### src/rtl/driver_sequencer.sv
// Bit-plane stream to LED-driver serial sequencer: SIN/SCLK-enable/LAT generation with sync tracking.
// Optional misaligned-sync counter is built when DRIVER_SEQ_STATS_EN is defined.
module driver_sequencer #(
    parameter int POKER_MODE      = 9,
    parameter int BLANKING_CYCLES = 72,
    parameter int GROUP_BITS      = 48,
    parameter int WRTGS_LEN       = 1,
    parameter int LATGS_LEN       = 3
) (
    input  logic        clk_33,
    input  logic        nrst,
    input  logic [29:0] data_in,
    input  logic        sync_in,
    output logic [29:0] sout,
    output logic        sclk_en,
    output logic        lat,
    output logic        seg_start,
    output logic        sync_err,
    output logic [7:0]  sync_err_cnt
);

    localparam int SEGMENT_CYCLES = BLANKING_CYCLES + POKER_MODE * (GROUP_BITS + 1);
    localparam int CYC_W          = $clog2(SEGMENT_CYCLES + 1);
    localparam int BIT_W          = $clog2(GROUP_BITS + 1);
    localparam int GRP_W          = $clog2(POKER_MODE + 1);

    typedef enum logic [1:0] {
        WAIT_SYNC = 2'd0,
        BLANK     = 2'd1,
        SHIFT     = 2'd2,
        GAP       = 2'd3
    } state_t;

    state_t             r_state;
    logic [CYC_W-1:0]   r_cyc_cnt;
    logic [BIT_W-1:0]   r_bit_cnt;
    logic [GRP_W-1:0]   r_grp_cnt;

    logic               w_last_grp;
    logic               w_lat;
    logic               w_seg_end;
    logic               w_sync_err;

    assign w_last_grp = (r_grp_cnt == GRP_W'(POKER_MODE - 1));
    // Final group holds LAT longer (LATGS) than the intermediate groups (WRTGS).
    assign w_lat      = w_last_grp ? (r_bit_cnt >= BIT_W'(GROUP_BITS - LATGS_LEN))
                                   : (r_bit_cnt >= BIT_W'(GROUP_BITS - WRTGS_LEN));
    assign w_seg_end  = (r_cyc_cnt == CYC_W'(SEGMENT_CYCLES - 1));
    assign w_sync_err = sync_in && (r_state != WAIT_SYNC) && !w_seg_end;

    always_ff @(posedge clk_33 or negedge nrst) begin
        if (!nrst) begin
            r_state   <= WAIT_SYNC;
            r_cyc_cnt <= '0;
            r_bit_cnt <= '0;
            r_grp_cnt <= '0;
            sout      <= '0;
            sclk_en   <= 1'b0;
            lat       <= 1'b0;
            seg_start <= 1'b0;
            sync_err  <= 1'b0;
        end else begin
            sout      <= '0;
            sclk_en   <= 1'b0;
            lat       <= 1'b0;
            seg_start <= (r_state == BLANK) && (r_cyc_cnt == '0);

            if (r_state == WAIT_SYNC) begin
                if (sync_in) begin
                    r_state   <= BLANK;
                    r_cyc_cnt <= '0;
                end
            end else if (w_sync_err) begin
                // Abort whatever was in flight; this cycle produces no output bit or LAT.
                sync_err  <= 1'b1;
                r_state   <= BLANK;
                r_cyc_cnt <= '0;
            end else begin
                r_cyc_cnt <= w_seg_end ? '0 : r_cyc_cnt + CYC_W'(1);
                case (r_state)
                    BLANK: begin
                        if (r_cyc_cnt == CYC_W'(BLANKING_CYCLES - 1)) begin
                            r_state   <= SHIFT;
                            r_bit_cnt <= '0;
                            r_grp_cnt <= '0;
                        end
                    end
                    SHIFT: begin
                        sout    <= data_in;
                        sclk_en <= 1'b1;
                        lat     <= w_lat;
                        if (r_bit_cnt == BIT_W'(GROUP_BITS - 1)) begin
                            r_state <= GAP;
                        end else begin
                            r_bit_cnt <= r_bit_cnt + BIT_W'(1);
                        end
                    end
                    GAP: begin
                        r_bit_cnt <= '0;
                        if (!w_last_grp) begin
                            r_grp_cnt <= r_grp_cnt + GRP_W'(1);
                            r_state   <= SHIFT;
                        end else begin
                            r_state <= BLANK;
                        end
                    end
                    default: r_state <= WAIT_SYNC;
                endcase
            end
        end
    end

`ifdef DRIVER_SEQ_STATS_EN
    logic [7:0] r_err_cnt;

    always_ff @(posedge clk_33 or negedge nrst) begin
        if (!nrst) begin
            r_err_cnt <= '0;
        end else if (w_sync_err && (r_err_cnt != 8'hFF)) begin
            r_err_cnt <= r_err_cnt + 8'd1;
        end
    end

    assign sync_err_cnt = r_err_cnt;
`else
    assign sync_err_cnt = '0;
`endif

endmodule

### config.mk
export PLATFORM = sky130hd
export DESIGN_NAME = driver_sequencer
export DESIGN_NICKNAME = d
export VERILOG_FILES = /design/src/rtl/driver_sequencer.sv
export SDC_FILE = /design/constraint.sdc
export NUM_CORES = 1
export LEC_CHECK = 0
export BUFFER_PORTS_ARGS = -buffer_cell sky130_fd_sc_hd__buf_2
export CELL_PAD_IN_SITES_DETAIL_PLACEMENT = 0
export CELL_PAD_IN_SITES_GLOBAL_PLACEMENT = 2
export CORE_MARGIN = 5
export CORE_UTILIZATION = 34
export DETAILED_ROUTE_END_ITERATION = 6
export PLACE_DENSITY_LB_ADDON = 0.1
export SLEW_MARGIN = 20
export SYNTH_ARGS = -nofsm -noshare
export SYNTH_HDL_FRONTEND = slang
export SYNTH_SLANG_ARGS = --single-unit
### constraint.sdc
create_clock -name clk_33 -period 3.25 [get_ports clk_33]
set_input_delay 0.325 -clock clk_33 [delete_from_list [all_inputs] [get_ports clk_33]]
set_output_delay 0.325 -clock clk_33 [all_outputs]
set_load 0.03 [all_outputs]
==> impl_metrics.toml, run 1 <==
[clock_tree]
numCtsBuffers = 5
post_cts_buffers = 0
clk_pin_slew_worst_paths_ns = 0.10
cts-htree-levels = 2
clk_latency_ns = 0.30
ctsResizeCount = 0
cts_hold_buf = 0
cts_max_path_buffers = 2
root_buffer = "clkbuf_8"
cts_tree = "yes"
cts_sinks = 56

[drt]
wl_per_cell_microns = 14.2
vias_per_cell = 4.66
drtIter0Drc = 60
firstDrtPassIters = 4
post-route-drc-count = 0
route.antenna.remaining_nets = 0
routed_wl_mm = 5.87
vias = 1930

[floorplan]
dieArea_sq_um = 9520
dieWidth_microns = 97.6
initial_core_util_pct = 34.3
num_io_pins = 75
row_count = 32
coreArea_sq_um = 7610
die_h_microns = 97.6

[setup_path]
crit_arrival_ns = 2.50
critPathRequiredTime_ns = 3.49
crit_path_end_kind = "register"
crit_start = "r_state[1]"
criticalPathCategory = "register to register"
r2r_start = "r_state[1]"
crit_fanout = 21
start_kind = "register"

[synth]
postSynth.asyncResetShare_pct = 100
synth_top_cells_by_area = "dfrtp_1, and2_1, ha_1, nand3_1, o21ai_0"
synth_top_area_share_pct = 53.7
synth.avg_cell_area_sq_um = 10.6
netlist_area_sq_um = 2610
ys_seq_area_share_pct = 53.7
ys_types = 55
synth_enable_flop_cells = 0
synth_flop_cell = "dfrtp_1"
yosys.area.top_type = "dfrtp_1"
syn_inst = 246
synth-seq-cells = 56
yosys_warnings = 0

[global_route]
grtUsageMet1_pct = 16.1
overflow = 0
top_usage_layer = "met2"
grtUsageMet3_pct = 3.88
grt_usage_pct = 12.8
antenna_found_initial = 0
grt_max_degree = 46
grt_util_met2_pct = 20.5
grt_pass1_vias = 1966
grt_pass1_wl_mm = 9.78

[run_status]
status = "finished, final reports clean"

[place]
dp.cells = 406
dp_hpwl_mm = 4.29
io_buffers = 66
dpl_cell_area_sq_um = 2970
gp_congestion = 0.758

[final_layout]
multi_input_area_sq_um = 1040
utilization_pct = 40.2
register_area_sq_um = 1400
drive_above_1_share_pct = 27.2
design_area_sq_um = 3060
antennaDiodeCount = 0
stdcell_count = 414
fin_nets = 351
syn2layout_area_growth_pct = 17.4
num-fill-cells = 803

[run]
cap_violations = 0

[sta]
hold_viol_final = 0
fin_crit_sh_pct = 69.6
post-route-min-period_ns = 2.26
tns_ns = 0
max_slew_margin_pct = 46.1
rsz0062_at_grt = "false"
finalSetupViolCount = 0
whs_ns = 0.0120
clock_skew_ns = 0.00543
slew_violations = 0
worst_slew_pin_slew_ns = 0.804
max_freq_mhz = 442

[power_and_ir_drop]
ir_drop_v = 0.000152
cellLeakagePower_nw = 1.61
power_density_nw_per_um2 = 379

[worst_hold_path]
hold_path_class = "input pin to async pin"
logic make-up (layout without fill, tap and decap cells):
logic type      after synthesis  count (layout)  synth area share [%]
simple gates                104             104                  22.5
fa+ha+maj                     7               7                  3.36
buf+inv                      30              89                  7.34
compound gates               44              44                  11.5
other cells                   1               8                 0.144
mux                           1               1                 0.384
flops                        56              56                  53.7
xor+xnor                      3               3                  1.01
critical path, cell delays in order (launching register included):
cell      delay, ns
dfrtp_1        0.71
inv_1          0.15
nor2_1         0.26
a21boi_2       0.69
buf_4          0.26
and2_1         0.13
cells in the mapped netlist, drive strengths merged, types with 2 or more instances:
| cell | instances |
|---|---|
| buf | 15 |
| and2 | 30 |
| o22ai | 3 |
| ha | 7 |
| a31oi | 5 |
| and3 | 5 |
| a21oi | 4 |
| inv | 11 |
| nand3 | 17 |
| a21o | 3 |
| nand4 | 2 |
| or2 | 2 |
| nor3b | 4 |
| dfrtp | 56 |
| o32ai | 2 |
| clkbuf | 4 |
| nor2 | 8 |
| nor3 | 5 |
| nand2b | 2 |
| o21ai | 15 |
| or3 | 3 |
| nor4 | 2 |
| nand2 | 20 |
| xnor2 | 2 |
cells in the final DEF (no fill, tap or decap), types with 4 or more instances in the layout:
cell type | Yosys | layout
inv_1 | 11 | 11
a21oi_1 | 4 | 4
and2_1 | 30 | 30
buf_2 | 3 | 65
and3_1 | 5 | 5
a31oi_1 | 5 | 5
conb_1 | 1 | 8
buf_4 | 8 | 5
nor2_1 | 8 | 8
dfrtp_1 | 56 | 56
clkbuf_8 | 1 | 5
o21ai_0 | 15 | 15
nor3_1 | 4 | 4
ha_1 | 7 | 7
nand3_1 | 17 | 17
nand2_1 | 19 | 19
power breakdown:
| part | switching (W) | total [W] | internal, W | leakage, nW |
|---|---|---|---|---|
| sequential | 0.00000527 | 0.000706 | 0.000701 | 0.752 |
| clock | 0.000223 | 0.000378 | 0.000154 | 0.0456 |
| combinational | 0.0000493 | 0.0000774 | 0.0000280 | 0.809 |
per-stage QoR:
stage	setup WS (ns)	total power [W]
2_1_floorplan	1.48	0.000766
3_3_place_gp	1.01	0.000800
3_5_place_dp	0.939	0.000800
4_1_cts	0.919	0.00119
5_1_grt	0.657	0.00122
6_report	0.989	0.00116
path summary, 6_finish.rpt:
kind / endpoint / slack [ns] / cells past startpoint
max: sout[20] / 0.99 / 5
min: r_cyc_cnt[7] / 0.01 / 1
max reg2reg: sout[20] / 0.99 / 5
min reg2reg: sync_err / 0.47 / 1
max in group asynchronous: sout[8] / 2.70 / 2
min in group clk_33: sout[21] / 0.22 / 2
area by class of cell:
class / count / area share [%]
Sequential cell: 56 / 45.8
Multi-Input combinational cell: 167 / 34.0
Timing Repair Buffer: 70 / 11.9
Tap cell: 102 / 4.17
Clock buffer: 6 / 2.37
Inverter: 11 / 1.35
Clock inverter: 2 / 0.450
layer usage:
layer	vias up	wire, microns	part of all wire (%)
met5	-	0	0
met4	0	142	2.4
met3	11	339	5.8
met2	42	2760	47
met1	922	2630	45
li1	955	-	-
registers in the layout, summed over array words and instances, names as in the netlist:
register and count:
lat 1, r_bit_cnt 6, r_cyc_cnt 10, r_grp_cnt 4, r_state 2, sclk_en 1
seg_start 1, sout 30, sync_err 1
Power figures use the tool's default switching activity.
==> inputs of run 2 (changes only) <==
- CORE_UTILIZATION: 34 -> 32
- clock period: 3.25 -> 2.1 ns (I/O delays scaled with it)
==> run 2 against run 1 <==
Clock skew is 0.0019 ns higher. Cell count grew 2.4%. Routed wire length rose by 0.77%. Power increased by 57%. Combinational power rose by 65%. Sequential power grew 54%. Fmax rose by 16%. Die area is 5.6% higher. First-iteration DRC count increased by 30%. Via count grew 1.0%. Non-clock buffer count increased by 7.
==> impl_metrics.toml, run 2 (synthesis results as in run 1) <==
[power_and_ir_drop]
p_comb_share_pct = 7.0
cellLeakagePower_nw = 1.64
p_clk_share_pct = 33.1
seq_power_share_pct = 59.9
p_sw_w = 0.000451
intPower_w = 0.00137
ir_drop_v = 0.000285
power_density_nw_per_um2 = 581
finalPower_w = 0.00182
switching_share_pct = 24.7

[run_status]
status = "finished, final reports clean"

[final_layout]
multi_input_area_sq_um = 1050
utilization_pct = 38.8
register_area_sq_um = 1400
antennaDiodeCount = 0
largest_reg_flops = 30
fin_nets = 358
mostFrequentLayoutCell = "buf_2"
top_register = "sout"
syn2layout_area_growth_pct = 20.3
layout_common_cells = "buf_2, dfrtp_1, and2_1"
reg_top3 = "sout (30), r_cyc_cnt (10), r_bit_cnt (6)"
num-fill-cells = 856
drive_above_1_share_pct = 28.5

[clock_tree]
post_cts_buffers = 0
root_buffer = "clkbuf_8"
numCtsBuffers = 5
cts-htree-levels = 2
cts_tree = "yes"
cts_max_path_buffers = 2
clk_pin_slew_worst_paths_ns = 0.10
cts_sinks = 56
clk_latency_ns = 0.31

[sta]
rsz0062_at_grt = "false"
fin_crit_sh_pct = 92.8
finalSetupViolCount = 0
clock_skew_ns = 0.00729
post-route-min-period_ns = 1.95
slew_violations = 0
tns_ns = 0
whs_ns = 0.0960
max_freq_mhz = 513
setup_slack_ns = 0.152
hold_viol_final = 0

[drt]
vias = 1950
drtIter0Drc = 78
wl_per_cell_microns = 14.0
post-route-drc-count = 0
route.antenna.remaining_nets = 0
routed_wl_mm = 5.92
firstDrtPassIters = 4
vias_per_cell = 4.60

[global_route]
grt_max_degree = 40
grt_pass1_vias = 1962
antenna_found_initial = 0
overflow = 0
grt_usage_pct = 12.3
grt_pass1_wl_mm = 9.85

[setup_path]
critPathBufInv = 1
slowest_delay_ns = 0.44
crit_path_end_kind = "register"
start_kind = "register"
critPathRequiredTime_ns = 2.31
crit_fanout = 13
criticalPathCategory = "register to register"
crit_arrival_ns = 2.15
crit_path_top_delay_cell = "dfrtp_1"
reg2reg_slack_ns = 0.15
path_cells = "inv_1, ha_1, nor3b_4, nand3_1, a31o_2, or2_1, a22o_1"
cp_top_family = "simple AND/OR/NAND/NOR gates"

[floorplan]
initial_core_util_pct = 32.2
num_io_pins = 75
dieArea_sq_um = 10100
dieWidth_microns = 100
row_count = 33
die_h_microns = 100
coreArea_sq_um = 8090

[place]
dp_hpwl_mm = 4.29
pre_cts_ws_ns = 0.160
io_buffers = 66
gp_congestion = 0.725

[worst_hold_path]
hold_path_class = "input pin to register"

[run]
cap_violations = 0
==> run 2: changes by cell type in the layout (fill, tap and decap cells not counted), sizes merged <==
cell         change
buf              +6
clkinvlp         +1
dlygate4sd3      +1
inv              -1
==> run 2: area by class of cell <==
type | count | share of cell area [%]
flip-flops and latches | 56 | 44.7
repair buffers | 77 | 13.6
inverters | 11 | 1.32
clock buffers | 6 | 2.31
multi-input cells | 167 | 33.4
clock inverters | 2 | 0.518
well taps | 105 | 4.19
==> run 2: layer usage <==
| layer | global-route usage, % | vias up | part of all wire, % |
|---|---|---|---|
| met5 | 0 | - | 0 |
| met4 | 3.01 | 0 | 0.98 |
| met3 | 3.13 | 5 | 4.1 |
| met2 | 21.0 | 36 | 51 |
| met1 | 15.7 | 939 | 43 |
| li1 | - | 970 | - |
==> run 2: path summary, 6_finish.rpt <==
check                           cells after the start            to    startpoint
worst max register to register                      7  r_grp_cnt[2]  r_cyc_cnt[0]
min in group asynchronous                           2  r_grp_cnt[2]          nrst
worst min register to register                      1  r_bit_cnt[3]  r_bit_cnt[3]
worst min-delay path                                2       sout[3]    data_in[3]
worst max-delay path                                7  r_grp_cnt[2]  r_cyc_cnt[0]
max in group asynchronous                           3      sout[15]          nrst
==> run 2: per-stage QoR <==
step / instance area (sq um) / cells
2_1_floorplan: 2630 / 253
3_3_place_gp: 3030 / 415
3_5_place_dp: 3030 / 415
4_1_cts: 3130 / 424
5_1_grt: 3140 / 424
6_report: 3140 / 424
==> run 2: timing repair <==
item,CTS,global route
setup endpoints to repair,0,1
hold buffers,1,0
gates resized for setup,0,1
endpoints found under the hold margin,17,0
==> run 2: power groups by stage <==
stage	Clock (W)	Sequential, W	Combinational [W]
2_1_floorplan	0	0.00112	0.0000671
3_3_place_gp	0	0.00111	0.000127
3_5_place_dp	0	0.00111	0.000127
4_1_cts	0.000638	0.00109	0.000129
5_1_grt	0.000685	0.00109	0.000146
6_report	0.000604	0.00109	0.000128
==> inputs of run 3 (changes only) <==
- CORE_ASPECT_RATIO: unset -> 0.5
==> run 3 against run 2 <==
Count of clock-buffer cells in the layout is 1 lower. Largest power group unchanged. Critical endpoint unchanged. Cell area grew 2.3%. Fmax is 0.39% lower.
==> impl_metrics.toml, run 3 (synthesis results as in run 1) <==
[final_layout]
reg_top3 = "sout (30), r_cyc_cnt (10), r_bit_cnt (6)"
mostFrequentLayoutCell = "buf_2"
fin_nets = 358
drive_above_1_share_pct = 28.8
layout_common_cells = "buf_2, dfrtp_1, and2_1"
syn2layout_area_growth_pct = 23.1
antennaDiodeCount = 0
largest_reg_flops = 30
utilization_pct = 40.3
top_register = "sout"

[floorplan]
dieWidth_microns = 138
num_io_pins = 75
dieArea_sq_um = 10200
coreArea_sq_um = 7970
die_h_microns = 73.8
initial_core_util_pct = 32.7
row_count = 23

[run]
cap_violations = 0

[drt]
routed_wl_mm = 6.13
wl_per_cell_microns = 14.2
route.antenna.remaining_nets = 0
firstDrtPassIters = 4
post-route-drc-count = 0
vias = 1968
drtIter0Drc = 76
vias_per_cell = 4.57

[sta]
hold_viol_final = 0
tns_ns = 0
fin_crit_sh_pct = 93.1
max_slew_margin_pct = 60.3
rsz0062_at_grt = "false"
setup_slack_ns = 0.144
slew_violations = 0
max_freq_mhz = 511
worst_slew_pin_slew_ns = 0.596
clock_skew_ns = 0.00667
finalSetupViolCount = 0
post-route-min-period_ns = 1.96
whs_ns = 0.116

[clock_tree]
cts_max_path_buffers = 2
cts_hold_buf = 1
ctsResizeCount = 0
numCtsBuffers = 5
root_buffer = "clkbuf_16"
clk_pin_slew_worst_paths_ns = 0.07
clk_latency_ns = 0.29
cts_sinks = 56
cts_tree = "yes"
cts-htree-levels = 2
post_cts_buffers = 0

[setup_path]
path_cells = "inv_1, ha_1, nor3b_2, nand3_1, a31o_2, or2_1, a22o_1"
crit_arrival_ns = 2.14
crit_path_top_delay_cell = "dfrtp_1"
critPathRequiredTime_ns = 2.29
crit_fanout = 13
start_kind = "register"
crit_path_end_kind = "register"
slowest_delay_ns = 0.44
criticalPathCategory = "register to register"

[power_and_ir_drop]
finalPower_w = 0.00205
power_density_nw_per_um2 = 638
cellLeakagePower_nw = 1.67
ir_drop_v = 0.000339

[global_route]
grt_max_degree = 35
antenna_found_initial = 0
grt_usage_pct = 12.5
grt_pass1_wl_mm = 9.88
overflow = 0
grt_pass1_vias = 1933

[run_status]
status = "finished, final reports clean"

[worst_hold_path]
hold_path_class = "input pin to register"

[place]
gp_congestion = 0.745
io_buffers = 66
dp_hpwl_mm = 4.51
pre_cts_ws_ns = 0.147
==> run 3: worst paths after layout <==
path | start | to | slack [ns] | cells past startpoint
max in group asynchronous | nrst | r_cyc_cnt[4] | 1.06 | 3
worst min register to register | sync_err | sync_err | 0.46 | 1
worst min-delay path | data_in[22] | sout[22] | 0.12 | 2
min in group asynchronous | nrst | sout[28] | 0.45 | 2
worst max-delay path | r_cyc_cnt[0] | r_grp_cnt[2] | 0.14 | 7
worst max register to register | r_cyc_cnt[0] | r_grp_cnt[2] | 0.14 | 7
==> run 3: critical path, delay by kind of cell (launching register included) <==
| kind | cells | cell delay, ns |
|---|---|---|
| buffers and inverters | 1 | 0.08 |
| adders and majority gates | 1 | 0.18 |
| and+or+nand+nor | 3 | 0.59 |
| AOI/OAI and AO/OA | 2 | 0.57 |
| DFF | 1 | 0.44 |
==> run 3: layout make-up <==
| cell class | count | area [sq um] |
|---|---|---|
| Tap cell | 112 | 140 |
| Fill cell | 781 | 4760 |
| Sequential cell | 56 | 1400 |
| Clock inverter | 3 | 21.3 |
| Multi-Input combinational cell | 167 | 1040 |
| Timing Repair Buffer | 77 | 440 |
| Clock buffer | 5 | 125 |
| Inverter | 11 | 41.3 |
==> run 3: report_power, final <==
group / switching, W / internal, W / total [W]
Combinational: 0.0000778 / 0.0000464 / 0.000124
Clock: 0.000387 / 0.000445 / 0.000831
Sequential: 0.00000839 / 0.00108 / 0.00109
==> run 3: per-stage QoR <==
step / cell area, sq um / instances
finish: 3210 / 431
global route: 3210 / 431
CTS: 3210 / 431
detailed placement: 3050 / 422
global placement: 3050 / 422
floorplan: 2630 / 253
==> run 3: routing by layer <==
layer | wire length, microns | vias to the layer above | global-route usage, %
met5 | 0 | - | 0
met4 | 28 | 0 | 2.65
met3 | 574 | 2 | 4.45
met2 | 2550 | 72 | 19.4
met1 | 2980 | 921 | 16.9
li1 | - | 973 | -
